**config.mk**
```make
export PLATFORM = sky130hd
export DESIGN_NAME = coin_acceptor
export DESIGN_NICKNAME = d
export VERILOG_FILES = /design/src/rtl/vm_pkg.sv /design/src/rtl/coin_debounce.sv /design/src/rtl/coin_acceptor.sv
export SDC_FILE = /design/constraint.sdc
export NUM_CORES = 1
export LEC_CHECK = 0
export ABC_CLOCK_PERIOD_IN_PS = 3900
export BUFFER_PORTS_ARGS = -buffer_cell sky130_fd_sc_hd__buf_2
export CORE_MARGIN = 2
export CORE_UTILIZATION = 35
export CTS_CLUSTER_SIZE = 12
export DETAILED_ROUTE_END_ITERATION = 6
export PLACE_DENSITY = 0.51
export SYNTH_ARGS = -nofsm -noshare
export SYNTH_HDL_FRONTEND = slang
export SYNTH_SLANG_ARGS = --single-unit
export TNS_END_PERCENT = 10
```
**constraint.sdc**
```tcl
create_clock -name clk -period 3.9 [get_ports clk]
set_clock_uncertainty 0.05 [all_clocks]
set_input_delay 0 -clock clk [delete_from_list [all_inputs] [get_ports clk]]
set_output_delay 0 -clock clk [all_outputs]
set_load 0.1 [all_outputs]
```
**src/rtl/vm_pkg.sv**
```systemverilog
// Types and constants shared by the coin acceptor and the vending FSM.
package vm_pkg;

    localparam logic [2:0] COIN_NONE = 3'd0;
    localparam logic [2:0] COIN_ONE  = 3'd1;
    localparam logic [2:0] COIN_TWO  = 3'd2;
    localparam logic [2:0] COIN_FIVE = 3'd5;

    typedef enum logic [2:0] {
        WAIT_LOW,
        IDLE,
        MEASURE,
        CLASSIFY,
        STUCK
    } acc_state_t;

endpackage

```
**src/rtl/coin_debounce.sv**
```systemverilog
// Two-flop synchroniser plus debouncer for the coin sensor; emits the debounced
// level, one-cycle rise/fall pulses, and a flag saying the input has settled low.
module coin_debounce #(
    parameter int DB_CYC = 4
) (
    input  logic clk,
    input  logic rst_n,
    input  logic sense,
    output logic level,
    output logic rise,
    output logic fall,
    output logic settled_low
);
    localparam int DB_W = (DB_CYC > 1) ? $clog2(DB_CYC) : 1;

    logic            sync1, sync2;
    logic [1:0]      primed;
    logic [DB_W-1:0] db_cnt;

    // primed marks when sync2 holds a real sample rather than its reset value
    assign settled_low = primed[1] && !sync2 && !level;

    always_ff @(posedge clk or negedge rst_n) begin
        if (!rst_n) begin
            sync1  <= 1'b0;
            sync2  <= 1'b0;
            primed <= '0;
            db_cnt <= '0;
            level  <= 1'b0;
            rise   <= 1'b0;
            fall   <= 1'b0;
        end else begin
            sync1  <= sense;
            sync2  <= sync1;
            primed <= {primed[0], 1'b1};
            rise   <= 1'b0;
            fall   <= 1'b0;
            if (sync2 == level) begin
                db_cnt <= '0;
            end else if (db_cnt == DB_W'(DB_CYC - 1)) begin
                db_cnt <= '0;
                level  <= sync2;
                rise   <= sync2;
                fall   <= !sync2;
            end else begin
                db_cnt <= db_cnt + 1'b1;
            end
        end
    end

endmodule

```
**src/rtl/coin_acceptor.sv**
```systemverilog
// Coin acceptor: measures debounced sensor pulse width, classifies the coin and
// presents it downstream with a VLD/ACK handshake; bad or surplus coins are rejected.
module coin_acceptor
    import vm_pkg::*;
#(
    parameter int DB_CYC    = 4,
    parameter int CNT_W     = 11,
    parameter int MAX_PULSE = 1023,
    parameter int W1_MIN    = 100,
    parameter int W1_MAX    = 199,
    parameter int W2_MIN    = 200,
    parameter int W2_MAX    = 299,
    parameter int W5_MIN    = 500,
    parameter int W5_MAX    = 699,
    parameter int REJ_CYC   = 8
) (
    input  logic       clk,
    input  logic       rst_n,
    input  logic       coin_sense,
    output logic [2:0] coin,
    output logic       coin_vld,
    input  logic       coin_ack,
    output logic       reject,
    output logic       fault,
    output logic [7:0] coin_cnt
);
    localparam int RJ_W = $clog2(REJ_CYC + 1);

    acc_state_t       state;
    logic [CNT_W-1:0] width;
    logic [RJ_W-1:0]  rej_cnt;
    logic             level, rise, fall, settled_low;
    logic [2:0]       cls_code;
    logic             take, rej_evt;

    coin_debounce #(.DB_CYC(DB_CYC)) u_db (
        .clk         (clk),
        .rst_n       (rst_n),
        .sense       (coin_sense),
        .level       (level),
        .rise        (rise),
        .fall        (fall),
        .settled_low (settled_low)
    );

    always_comb begin
        cls_code = COIN_NONE;
        if (width >= CNT_W'(W1_MIN) && width <= CNT_W'(W1_MAX))      cls_code = COIN_ONE;
        else if (width >= CNT_W'(W2_MIN) && width <= CNT_W'(W2_MAX)) cls_code = COIN_TWO;
        else if (width >= CNT_W'(W5_MIN) && width <= CNT_W'(W5_MAX)) cls_code = COIN_FIVE;
    end

    assign take    = coin_vld && coin_ack;
    // Stuck sensor, out-of-window width, or a valid coin arriving while one is still pending
    assign rej_evt = (state == MEASURE && !fall && width == CNT_W'(MAX_PULSE)) ||
                     (state == CLASSIFY && (cls_code == COIN_NONE || (coin_vld && !take)));
    assign reject  = (rej_cnt != '0);

    always_ff @(posedge clk or negedge rst_n) begin
        if (!rst_n) begin
            state <= WAIT_LOW;
            width <= '0;
            fault <= 1'b0;
        end else begin
            case (state)
                WAIT_LOW: if (settled_low) state <= IDLE;
                IDLE: if (rise) begin
                    state <= MEASURE;
                    width <= '0;
                end
                MEASURE: begin
                    if (fall) begin
                        state <= CLASSIFY;
                    end else if (width == CNT_W'(MAX_PULSE)) begin
                        state <= STUCK;
                        fault <= 1'b1;
                    end else begin
                        width <= width + 1'b1;
                    end
                end
                CLASSIFY: state <= IDLE;
                STUCK: if (fall) begin
                    fault <= 1'b0;
                    state <= IDLE;
                end
                default: state <= WAIT_LOW;
            endcase
        end
    end

    always_ff @(posedge clk or negedge rst_n) begin
        if (!rst_n) begin
            coin     <= COIN_NONE;
            coin_vld <= 1'b0;
            coin_cnt <= '0;
            rej_cnt  <= '0;
        end else begin
            if (state == CLASSIFY && cls_code != COIN_NONE && (!coin_vld || take)) begin
                coin     <= cls_code;
                coin_vld <= 1'b1;
            end else if (take) begin
                coin     <= COIN_NONE;
                coin_vld <= 1'b0;
            end
            if (take) coin_cnt <= coin_cnt + 1'b1;
            if (rej_evt)           rej_cnt <= RJ_W'(REJ_CYC);
            else if (rej_cnt != '0) rej_cnt <= rej_cnt - 1'b1;
        end
    end

endmodule

```
==> results of run 1 <==
[report_power, final]
part / total [mW] / internal, mW / leakage [nW] / switching [mW]
clock: 0.351 / 0.193 / 0.0548 / 0.158
combinational: 0.287 / 0.0944 / 0.480 / 0.193
sequential: 0.524 / 0.473 / 0.527 / 0.0511
total: 1.16 / 0.760 / 1.06 / 0.402
[worst max-delay path: cells and delay by family (launching register included)]
kind,cells,cell delay [ns]
compound gates,4,0.92
flops,1,0.54
simple gates,2,0.31
[layout make-up]
type                            instances  area, um^2
Fill cell                             597        3490
Multi-Input combinational cell        153        1020
Sequential cell                        40        1000
Timing Repair Buffer                   20         115
Tap cell                               75        93.8
Clock buffer                            5        68.8
Inverter                               13        48.8
Clock inverter                          3        46.3
[final timing paths]
check	start	endpoint	cells after the start
min in group asynchronous	rst_n	width[3]$_DFFE_PN0P_	2
worst max-delay path	width[6]$_DFFE_PN0P_	coin[1]$_DFFE_PN0P_	6
max in group asynchronous	rst_n	coin_cnt[6]$_DFFE_PN0P_	2
worst min register to register	u_db.primed[0]$_DFF_PN0_	u_db.primed[1]$_DFF_PN0_	0
worst min-delay path	coin_sense	u_db.sync1$_DFF_PN0_	2
worst max register to register	width[6]$_DFFE_PN0P_	coin[1]$_DFFE_PN0P_	6
[routing by layer]
metal  global-route usage [%]  vias up  share of wire (%)
met2                     20.9       35                 44
met5                        0        -                  0
met1                     19.8      763                 51
met4                     5.83        0                1.6
met3                     3.52        8                3.5
li1                         -      776                  -
[Yosys cell counts (2+ instances only)]
library cell,instances
sky130_fd_sc_hd__nand3b_1,3
sky130_fd_sc_hd__and2_1,2
sky130_fd_sc_hd__xor2_1,7
sky130_fd_sc_hd__ha_1,6
sky130_fd_sc_hd__o21ai_1,3
sky130_fd_sc_hd__nor2b_1,4
sky130_fd_sc_hd__nand3_1,7
sky130_fd_sc_hd__nor2_1,25
sky130_fd_sc_hd__xnor2_1,12
sky130_fd_sc_hd__nand2b_1,3
sky130_fd_sc_hd__nand4_1,6
sky130_fd_sc_hd__a21oi_1,9
sky130_fd_sc_hd__o21ai_0,8
sky130_fd_sc_hd__buf_6,2
sky130_fd_sc_hd__nor3_2,2
sky130_fd_sc_hd__dfrtp_1,40
sky130_fd_sc_hd__nor4_1,3
sky130_fd_sc_hd__nor3b_1,3
sky130_fd_sc_hd__nor3_1,9
sky130_fd_sc_hd__buf_2,3
sky130_fd_sc_hd__buf_4,2
sky130_fd_sc_hd__nand2_1,13
sky130_fd_sc_hd__inv_1,13
sky130_fd_sc_hd__a211o_1,2
[repair_timing]
action	4_1_cts	5_1_grt
endpoints found under the setup margin	0	0
endpoints found under the hold margin	42	0
hold buffers	3	0
[registers in the layout, summed over array words and instances (netlist names)]
name	flops
u_db.fall	1
coin_cnt	8
u_db.rise	1
u_db.level	1
state	3
width	11
u_db.sync2	1
coin	3
rej_cnt	4
coin_vld	1
u_db.sync1	1
fault	1
u_db.primed	2
u_db.db_cnt	2
[layout by cell type (no fill, tap or decap), types with 3 or more instances in the layout]
cell type | Yosys | layout
sky130_fd_sc_hd__nand2_1 | 13 | 13
sky130_fd_sc_hd__dfrtp_1 | 40 | 40
sky130_fd_sc_hd__nor2_1 | 25 | 25
sky130_fd_sc_hd__nor4_1 | 3 | 3
sky130_fd_sc_hd__clkbuf_8 | 0 | 5
sky130_fd_sc_hd__xor2_1 | 7 | 7
sky130_fd_sc_hd__a21oi_1 | 9 | 9
sky130_fd_sc_hd__nor2b_1 | 4 | 4
sky130_fd_sc_hd__nand3b_1 | 3 | 3
sky130_fd_sc_hd__xnor2_1 | 12 | 12
sky130_fd_sc_hd__nand4_1 | 6 | 6
sky130_fd_sc_hd__nor3b_1 | 3 | 3
sky130_fd_sc_hd__nor3_1 | 9 | 9
sky130_fd_sc_hd__o21ai_0 | 8 | 8
sky130_fd_sc_hd__o21ai_1 | 3 | 3
sky130_fd_sc_hd__nand2b_1 | 3 | 3
sky130_fd_sc_hd__dlygate4sd3_1 | 0 | 3
sky130_fd_sc_hd__inv_1 | 13 | 13
sky130_fd_sc_hd__buf_2 | 3 | 17
sky130_fd_sc_hd__ha_1 | 6 | 6
sky130_fd_sc_hd__nand3_1 | 7 | 7
[kinds of logic (layout without fill, tap and decap cells)]
group	after synthesis	count (layout)	share of synthesized area (%)
XOR/XNOR	19	19	7.81
buffers and inverters	21	41	4.93
AO/OA/AOI/OAI	39	39	13.9
adder cells (fa/ha/maj)	6	6	3.53
AND/OR/NAND/NOR	87	87	22.2
other	1	1	0.176
multiplexers	1	1	0.529
flip-flops	40	40	47.0
==> results.json, run 1 <==
{
  "die_w_um": 82,
  "worst_pin_slew_ns": 0.881,
  "area_share_of_the_largest_cell_type_after_synthesis_pct": 47.0,
  "ctsHtreeMaxLevel": 2,
  "crit_path_category": "flop to flop",
  "pre_cts_ws_ns": 2.01,
  "setup.worst_path.end_class": "flop",
  "synth_sequential_area_ratio_pct": 47.0,
  "slew_viol_final": 0,
  "max_clock_freq_mhz": 518,
  "antenna_violating_nets_post_route": 0,
  "cp_cell_sequence": "nand4_2 -> a211oi_1 -> nor3_1 -> o21ai_4 -> o21ai_1 -> a221o_1",
  "finalHoldWorstSlack_ns": 0.293,
  "timing.critical_path.fanout_max": 9,
  "synthToLayoutAreaGrowth_pct": 12.6,
  "gpl.final_weighted_congestion": 0.809,
  "finalWirelength_um": 4200,
  "dp.cells": 298,
  "main_flop_type_after_synthesis": "sky130_fd_sc_hd__dfrtp_1",
  "grt_pass1_vias": 1500,
  "static-leakage-power_nw": 1.06,
  "worst_setup_path_start_kind": "flop",
  "design.die.area_mm2": 0.00672,
  "number_of_synthesized_flops_with_an_enable_pin": 0,
  "post-cts-setup-buffer-count": 0,
  "drt_iter0_drc": 56,
  "synth_area_leader_cell": "sky130_fd_sc_hd__dfrtp_1",
  "synth-seq-cells": 40,
  "async_flop_share_pct": 100,
  "cts_repair_resize_count": 0,
  "worst-endpoint-arrival_ns": 2.07,
  "grt_antenna_before_repair": 0,
  "setup_viol_count_final": 0,
  "fin_crit_sh_pct": 49.5,
  "global_route_total_usage_across_every_layer_pct": 14.2,
  "drc_errors": 0,
  "path_clk_slew_ns": 0.08,
  "critical_path_top_delay_cell": "sky130_fd_sc_hd__dfrtp_1",
  "fp-row-count": 28,
  "firstDrtPassIters": 4,
  "grt_setup_unrepaired": "no",
  "synth-warning-count": 0,
  "die_y_um": 82,
  "start_util_pct": 36.2,
  "placeable_core_region_mm2": 0.00589,
  "portBuffers": 17,
  "finalSetupTns_ns": 0,
  "peakVddDrop_mv": 0.288,
  "postLayoutCellArea_mm2": 0.00240,
  "place_hpwl_um": 2980,
  "postSynthCellCount": 214,
  "clock_path_buffers": 2,
  "dr_total_vias": 1582,
  "insertedDiodeCount": 0,
  "route.detailed.wl_per_inst_um": 13.6,
  "reg2reg_slack_ns": 1.97,
  "drive_above_1_share_pct": 15.4,
  "synthTopCellsByArea": "sky130_fd_sc_hd__dfrtp_1, sky130_fd_sc_hd__xnor2_1, sky130_fd_sc_hd__nor2_1",
  "worstPathRequired_ns": 4.04,
  "ys_types": 51,
  "postLayoutCoreUtil_pct": 40.7,
  "cts_tree": "done",
  "post_dp_cell_area_mm2": 0.00225,
  "design.portCount": 18,
  "outcome": "finished, final reports clean",
  "ctsRootBufferMaster": "sky130_fd_sc_hd__clkbuf_8",
  "grt_pass1_wl_um": 7200,
  "finalWorstSetupSlack_ns": 1.97,
  "hold_viol": 0,
  "synthesis.area_per_instance_um2": 9.95,
  "post_route_insts_no_fill": 309,
  "cpPeakStageDelay_ns": 0.54,
  "timing.hold.worst.class": "primary input to flop",
  "tritoncts.num_buffers": 5,
  "cap_viol_max_count": 0,
  "total_power_mw": 1.16,
  "synth.net_count": 224,
  "final_worst_path_period_need_ns": 1.93,
  "grt_start_max_net_pins": 41,
  "post_synth_instance_area_mm2": 0.00213,
  "viasPerCell": 5.12,
  "global_route.overflow_total": 0,
  "max_slew_margin_pct": 41.3,
  "clock_sinks": 40,
  "num-nets-final": 243,
  "clock_latency_ns": 0.30,
  "power_density_mw_per_mm2": 485
}
Note: power is estimated with default switching activity, not from simulation.
==> inputs of run 2 (changes only) <==
--- a/config.mk
+++ b/config.mk
@@ -5,13 +5,13 @@
 export SDC_FILE = /design/constraint.sdc
 export NUM_CORES = 1
 export LEC_CHECK = 0
-export ABC_CLOCK_PERIOD_IN_PS = 3900
+export ABC_CLOCK_PERIOD_IN_PS = 1600
 export BUFFER_PORTS_ARGS = -buffer_cell sky130_fd_sc_hd__buf_2
 export CORE_MARGIN = 2
 export CORE_UTILIZATION = 35
 export CTS_CLUSTER_SIZE = 12
 export DETAILED_ROUTE_END_ITERATION = 6
-export PLACE_DENSITY = 0.51
+export PLACE_DENSITY = 0.53
 export SYNTH_ARGS = -nofsm -noshare
 export SYNTH_HDL_FRONTEND = slang
 export SYNTH_SLANG_ARGS = --single-unit
==> constraint.sdc (replaced) <==
create_clock -name clk -period 1.6 [get_ports clk]
set_clock_uncertainty 0.05 [all_clocks]
set_input_delay 0 -clock clk [delete_from_list [all_inputs] [get_ports clk]]
set_output_delay 0 -clock clk [all_outputs]
set_load 0.1 [all_outputs]
==> run 2 against run 1 <==
The flow now finishes with violations (negative setup slack). Via count is 9.9% higher. Clock-buffer cell count is 1 higher. Worst setup slack worse by 2.2 ns. Maximum frequency is 6.3% higher. Non-clock buffer count is 41 higher. Register-to-register slack worse by 2.2 ns. Largest power group unchanged.
==> results.json, run 2 (synthesis gave the netlist of run 1 again) <==
{
  "path_clk_slew_ns": 0.08,
  "drt_iter0_drc": 91,
  "num-nets-final": 284,
  "timing.critical_path.fanout_max": 5,
  "viasPerCell": 4.97,
  "global_route.overflow_total": 0,
  "crit_path_category": "flop to flop",
  "ctsRootBufferMaster": "sky130_fd_sc_hd__clkbuf_8",
  "design.die.area_mm2": 0.00672,
  "sw_frac_of_total_pct": 35.6,
  "drive_above_1_share_pct": 38.2,
  "grt_pass1_wl_um": 8270,
  "tritoncts.num_buffers": 5,
  "dr_total_vias": 1738,
  "start_util_pct": 36.2,
  "clock_path_buffers": 2,
  "fin_crit_sh_pct": 114,
  "total_power_mw": 2.88,
  "hold_viol": 0,
  "grt_pass1_vias": 1739,
  "rr_worst_depth": 7,
  "worst-endpoint-arrival_ns": 1.95,
  "dp.cells": 336,
  "power.share.clock_pct": 23.4,
  "post_route_insts_no_fill": 350,
  "cap_viol_max_count": 0,
  "clock_latency_ns": 0.29,
  "registers.top_by_ff_count": "width",
  "ctsHtreeMaxLevel": 2,
  "clock_sinks": 40,
  "placeable_core_region_mm2": 0.00589,
  "finalWirelength_um": 4710,
  "grt_setup_unrepaired": "yes",
  "worstPathRequired_ns": 1.73,
  "internal_power_mw": 1.86,
  "max_clock_freq_mhz": 551,
  "drc_errors": 0,
  "power_density_mw_per_mm2": 1020,
  "power_frac_comb_pct": 32.5,
  "postLayoutCoreUtil_pct": 48.1,
  "place_hpwl_um": 3470,
  "postLayoutCellArea_mm2": 0.00283,
  "final_worst_path_period_need_ns": 1.82,
  "grt_antenna_before_repair": 0,
  "finalWorstSetupSlack_ns": -0.216,
  "slew_viol_final": 0,
  "outcome": "finished, violations left",
  "power_frac_seq_pct": 44.1,
  "peakVddDrop_mv": 0.729,
  "violations": "negative setup slack",
  "fp-row-count": 28,
  "final_cell_mix": "sky130_fd_sc_hd__buf_4, sky130_fd_sc_hd__dfrtp_1, sky130_fd_sc_hd__nor2_1, sky130_fd_sc_hd__buf_2, sky130_fd_sc_hd__nand2_1",
  "post_dp_cell_area_mm2": 0.00259,
  "global_route_total_usage_across_every_layer_pct": 16.3,
  "route.detailed.wl_per_inst_um": 13.5,
  "antenna_violating_nets_post_route": 0,
  "grt_start_max_net_pins": 25,
  "setup_viol_count_final": 19,
  "design.portCount": 18,
  "num-fill-cells": 573,
  "die_w_um": 82,
  "power.switching_mw": 1.03,
  "portBuffers": 17,
  "worst_setup_path_start_kind": "flop",
  "firstDrtPassIters": 4,
  "static-leakage-power_nw": 1.25,
  "pre_cts_ws_ns": -0.274,
  "synthToLayoutAreaGrowth_pct": 33.0,
  "die_y_um": 82,
  "largest_register_ffs": 11,
  "cts_tree": "done",
  "gpl.final_weighted_congestion": 0.846,
  "insertedDiodeCount": 0,
  "setup.worst_path.end_class": "flop",
  "timing.hold.worst.class": "primary input to async pin",
  "reg_top3": "width x11, coin_cnt x8, rej_cnt x4",
  "commonest_non_fill_non_tap_cell_in_the_layout": "sky130_fd_sc_hd__buf_4"
}
==> run 2: final cells by class <==
class                           instances  area, um^2  area share [%]
Multi-Input combinational cell        153        1120            39.7
Sequential cell                        40        1020            36.1
Clock inverter                          2        16.3           0.574
Clock buffer                            6        72.6            2.56
Inverter                               13        48.8            1.72
Timing Repair Buffer                   61         454            16.0
Tap cell                               75        93.8            3.31
==> run 2: per-stage QoR <==
stage | hold WS [ns] | setup TNS [ns]
floorplan | -0.346 | -1.10
global placement | -0.0955 | -2.99
detailed placement | -0.0922 | -2.80
CTS | 0.142 | -2.63
global route | 0.170 | -4.70
finish | 0.125 | -2.31
==> run 2: power groups by stage <==
stage               sequential [mW]  clock [mW]  combinational, mW
floorplan                      1.38           0              0.495
global placement               1.28           0              0.871
detailed placement             1.28           0              0.874
CTS                            1.26       0.706              0.889
global route                   1.30       0.748               1.05
finish                         1.27       0.676              0.937
==> run 2: worst paths after layout <==
kind	from	end	slack, ns
max	width[8]$_DFFE_PN0P_	coin[1]$_DFFE_PN0P_	-0.22
min	rst_n	fault$_DFFE_PN0P_	0.13
max reg2reg	width[8]$_DFFE_PN0P_	coin[1]$_DFFE_PN0P_	-0.22
min reg2reg	u_db.sync1$_DFF_PN0_	u_db.sync2$_DFF_PN0_	0.30
max in group asynchronous	rst_n	width[6]$_DFFE_PN0P_	0.89
min in group clk	u_db.sync1$_DFF_PN0_	u_db.sync2$_DFF_PN0_	0.30
==> run 2: layer usage <==
layer | up-vias | GRT usage (%) | share of wire [%]
met3 | 8 | 3.63 | 3.5
met4 | 0 | 5.50 | 1.8
met1 | 834 | 22.1 | 48
li1 | 864 | - | -
met5 | - | 0 | 0
met2 | 32 | 25.7 | 47
==> run 2: worst max-delay path, cell delays in order, from the launching register on <==
cell	delay (ns)
sky130_fd_sc_hd__dfrtp_2	0.45
sky130_fd_sc_hd__buf_4	0.16
sky130_fd_sc_hd__a21oi_1	0.12
sky130_fd_sc_hd__o21bai_1	0.10
sky130_fd_sc_hd__o21ba_4	0.24
sky130_fd_sc_hd__o21ai_4	0.20
sky130_fd_sc_hd__o21ai_2	0.09
sky130_fd_sc_hd__a221o_1	0.29
==> run 2: what timing repair did <==
action                                  CTS  global route
pin swaps                                 7             6
buffers inserted                          1             2
gates resized for setup                  14            11
hold endpoints to repair                 42             0
endpoints found under the setup margin   22            23
hold buffers                              3             0
==> inputs of run 3 (changes only) <==
--- a/config.mk
+++ b/config.mk
@@ -7,11 +7,13 @@
 export LEC_CHECK = 0
 export ABC_CLOCK_PERIOD_IN_PS = 1600
 export BUFFER_PORTS_ARGS = -buffer_cell sky130_fd_sc_hd__buf_2
+export CELL_PAD_IN_SITES_DETAIL_PLACEMENT = 2
+export CELL_PAD_IN_SITES_GLOBAL_PLACEMENT = 2
 export CORE_MARGIN = 2
-export CORE_UTILIZATION = 35
+export CORE_UTILIZATION = 34
 export CTS_CLUSTER_SIZE = 12
 export DETAILED_ROUTE_END_ITERATION = 6
-export PLACE_DENSITY = 0.53
+export PLACE_DENSITY = 0.74
 export SYNTH_ARGS = -nofsm -noshare
 export SYNTH_HDL_FRONTEND = slang
 export SYNTH_SLANG_ARGS = --single-unit
==> run 3 against run 2 <==
The run still ends with negative setup slack left. Core utilization is 1.1 points higher. Global-route usage increased by 4.6 points. Maximum frequency down 10%. Sequential power about the same. Power increased by 12%. Sequential share of layout area shrank 1.4 points. Clock power up 28%. Cell count up 1.1%. Final area up 4.1%. Register-to-register slack worse by 0.20 ns. First-iteration DRC count is 36% lower. Routed wire length increased by 70%. Largest power group unchanged.
==> results.json, run 3 (synthesis gave the netlist of run 1 again) <==
{
  "outcome": "finished, violations left",
  "violations": "negative setup slack",
  "registers.top_by_ff_count": "width",
  "cts_tree": "done",
  "grt_start_max_net_pins": 22,
  "reg2reg_slack_ns": -0.42,
  "worst-endpoint-arrival_ns": 2.16,
  "worstPathRequired_ns": 1.74,
  "ctsHtreeMaxLevel": 2,
  "ctsRootBufferMaster": "sky130_fd_sc_hd__clkbuf_8",
  "start_util_pct": 35.5,
  "antenna_violating_nets_post_route": 0,
  "cpPeakStageDelay_ns": 0.44,
  "fin_crit_sh_pct": 126,
  "tritoncts.num_buffers": 5,
  "final_worst_path_period_need_ns": 2.02,
  "clock_latency_ns": 0.30,
  "die_y_um": 83.1,
  "total_power_mw": 3.23,
  "synthToLayoutAreaGrowth_pct": 38.4,
  "viasPerCell": 5.46,
  "max_slew_margin_pct": 65.9,
  "timing.hold.worst.class": "primary input to async pin",
  "grt_pass1_vias": 2102,
  "route.detailed.wl_per_inst_um": 22.6,
  "die_w_um": 83.1,
  "critPathMostFrequentCell": "sky130_fd_sc_hd__buf_4",
  "clock_sinks": 40,
  "power_density_mw_per_mm2": 1100,
  "post_dp_cell_area_mm2": 0.00258,
  "final_cell_mix": "sky130_fd_sc_hd__buf_4, sky130_fd_sc_hd__dfrtp_1, sky130_fd_sc_hd__nor2_1, sky130_fd_sc_hd__buf_2",
  "finalWorstSetupSlack_ns": -0.420,
  "global_route.overflow_total": 0,
  "hold_viol": 0,
  "path_clk_slew_ns": 0.09,
  "global_route_total_usage_across_every_layer_pct": 20.9,
  "design.portCount": 18,
  "design.die.area_mm2": 0.00691,
  "setup_viol_count_final": 22,
  "grt_setup_unrepaired": "yes",
  "dr_total_vias": 1933,
  "timing.critical_path.fanout_max": 5,
  "placeable_core_region_mm2": 0.00599,
  "largest_register_ffs": 11,
  "num-nets-final": 288,
  "commonest_non_fill_non_tap_cell_in_the_layout": "sky130_fd_sc_hd__buf_4",
  "static-leakage-power_nw": 1.31,
  "drive_above_1_share_pct": 40.9,
  "place_hpwl_um": 4540,
  "cp_cell_sequence": "buf_4 -> buf_4 -> a21oi_4 -> nor4_2 -> o21ba_4 -> o21ai_4 -> o21ai_1 -> a31o_1",
  "worst_pin_slew_ns": 0.515,
  "gpl.final_weighted_congestion": 0.784,
  "critical_path_top_delay_cell": "sky130_fd_sc_hd__dfrtp_1",
  "setup.worst_path.end_class": "flop",
  "insertedDiodeCount": 0,
  "finalWirelength_um": 8010,
  "drc_errors": 0,
  "postLayoutCellArea_mm2": 0.00295,
  "portBuffers": 17,
  "peakVddDrop_mv": 0.597,
  "num-fill-cells": 613,
  "firstDrtPassIters": 4,
  "clock_path_buffers": 2,
  "fp-row-count": 28,
  "cap_viol_max_count": 0,
  "reg_top3": "width x11, coin_cnt x8, rej_cnt x4",
  "grt_antenna_before_repair": 0,
  "worst_setup_path_start_kind": "flop",
  "max_clock_freq_mhz": 495,
  "crit_path_category": "flop to flop",
  "drt_iter0_drc": 58,
  "slew_viol_final": 0,
  "grt_pass1_wl_um": 11600
}
[run 3: cell count changes in the layout (fill, tap and decap cells not counted), sizes merged]
cell	before	now
clkbuf	6	5
bufinv	0	1
buf	58	62
[run 3: routing by layer]
layer,GRT usage [%],share of wire (%),up-vias
li1,-,-,870
met1,26.7,42,1017
met2,37.3,55,36
met3,3.18,2.4,10
met4,4.62,1.2,0
met5,0,0,-
[run 3: layout make-up]
cell class / instances / area (um^2) / area share, %
Clock buffer: 5 / 68.8 / 2.33
Clock inverter: 3 / 42.5 / 1.44
Inverter: 13 / 48.8 / 1.66
Multi-Input combinational cell: 153 / 1180 / 40.1
Sequential cell: 40 / 1020 / 34.8
Tap cell: 75 / 93.8 / 3.18
Timing Repair Buffer: 65 / 488 / 16.6
[run 3: path summary, 6_finish.rpt]
| path | startpoint | endpoint | cells past startpoint |
|---|---|---|---|
| min in group clk | coin_sense | u_db.sync1$_DFF_PN0_ | 2 |
| worst max-delay path | width[1]$_DFFE_PN0P_ | coin[2]$_DFFE_PN0P_ | 8 |
| worst max register to register | width[1]$_DFFE_PN0P_ | coin[2]$_DFFE_PN0P_ | 8 |
| worst min register to register | u_db.sync1$_DFF_PN0_ | u_db.sync2$_DFF_PN0_ | 0 |
| max in group asynchronous | rst_n | width[8]$_DFFE_PN0P_ | 3 |
| worst min-delay path | rst_n | state[2]$_DFFE_PN0P_ | 2 |
[run 3: critical path: cells and delay by family (launching register included)]
family,cells,cell delay [ns]
compound gates,5,1.04
simple gates,1,0.08
buf+inv,2,0.28
flops,1,0.44
[run 3: stage by stage]
step	hold WS, ns	TNS (ns)	util, %	std cells	setup WS (ns)
after floorplan	-0.346	-1.10	-	214	-0.133
after global placement	-0.0527	-3.96	43.1	335	-0.268
after detailed placement	-0.0549	-5.26	43.1	335	-0.354
after CTS	0.162	-3.78	47.7	351	-0.271
after global routing	0.190	-7.34	49.2	354	-0.492
final	0.141	-5.00	49.2	354	-0.420
[run 3: report_power, final]
part / switching, mW / internal, mW
Combinational: 0.656 / 0.408
Clock: 0.400 / 0.462
Sequential: 0.143 / 1.16
Total: 1.20 / 2.03
[run 3: what timing repair did]
action | CTS | global route
pin swaps | 6 | 6
endpoints found under the hold margin | 42 | 0
buffers inserted | 5 | 3
gates resized for setup | 24 | 16
hold buffers | 3 | 0
setup endpoints to repair | 23 | 23
gates cloned | 0 | 0
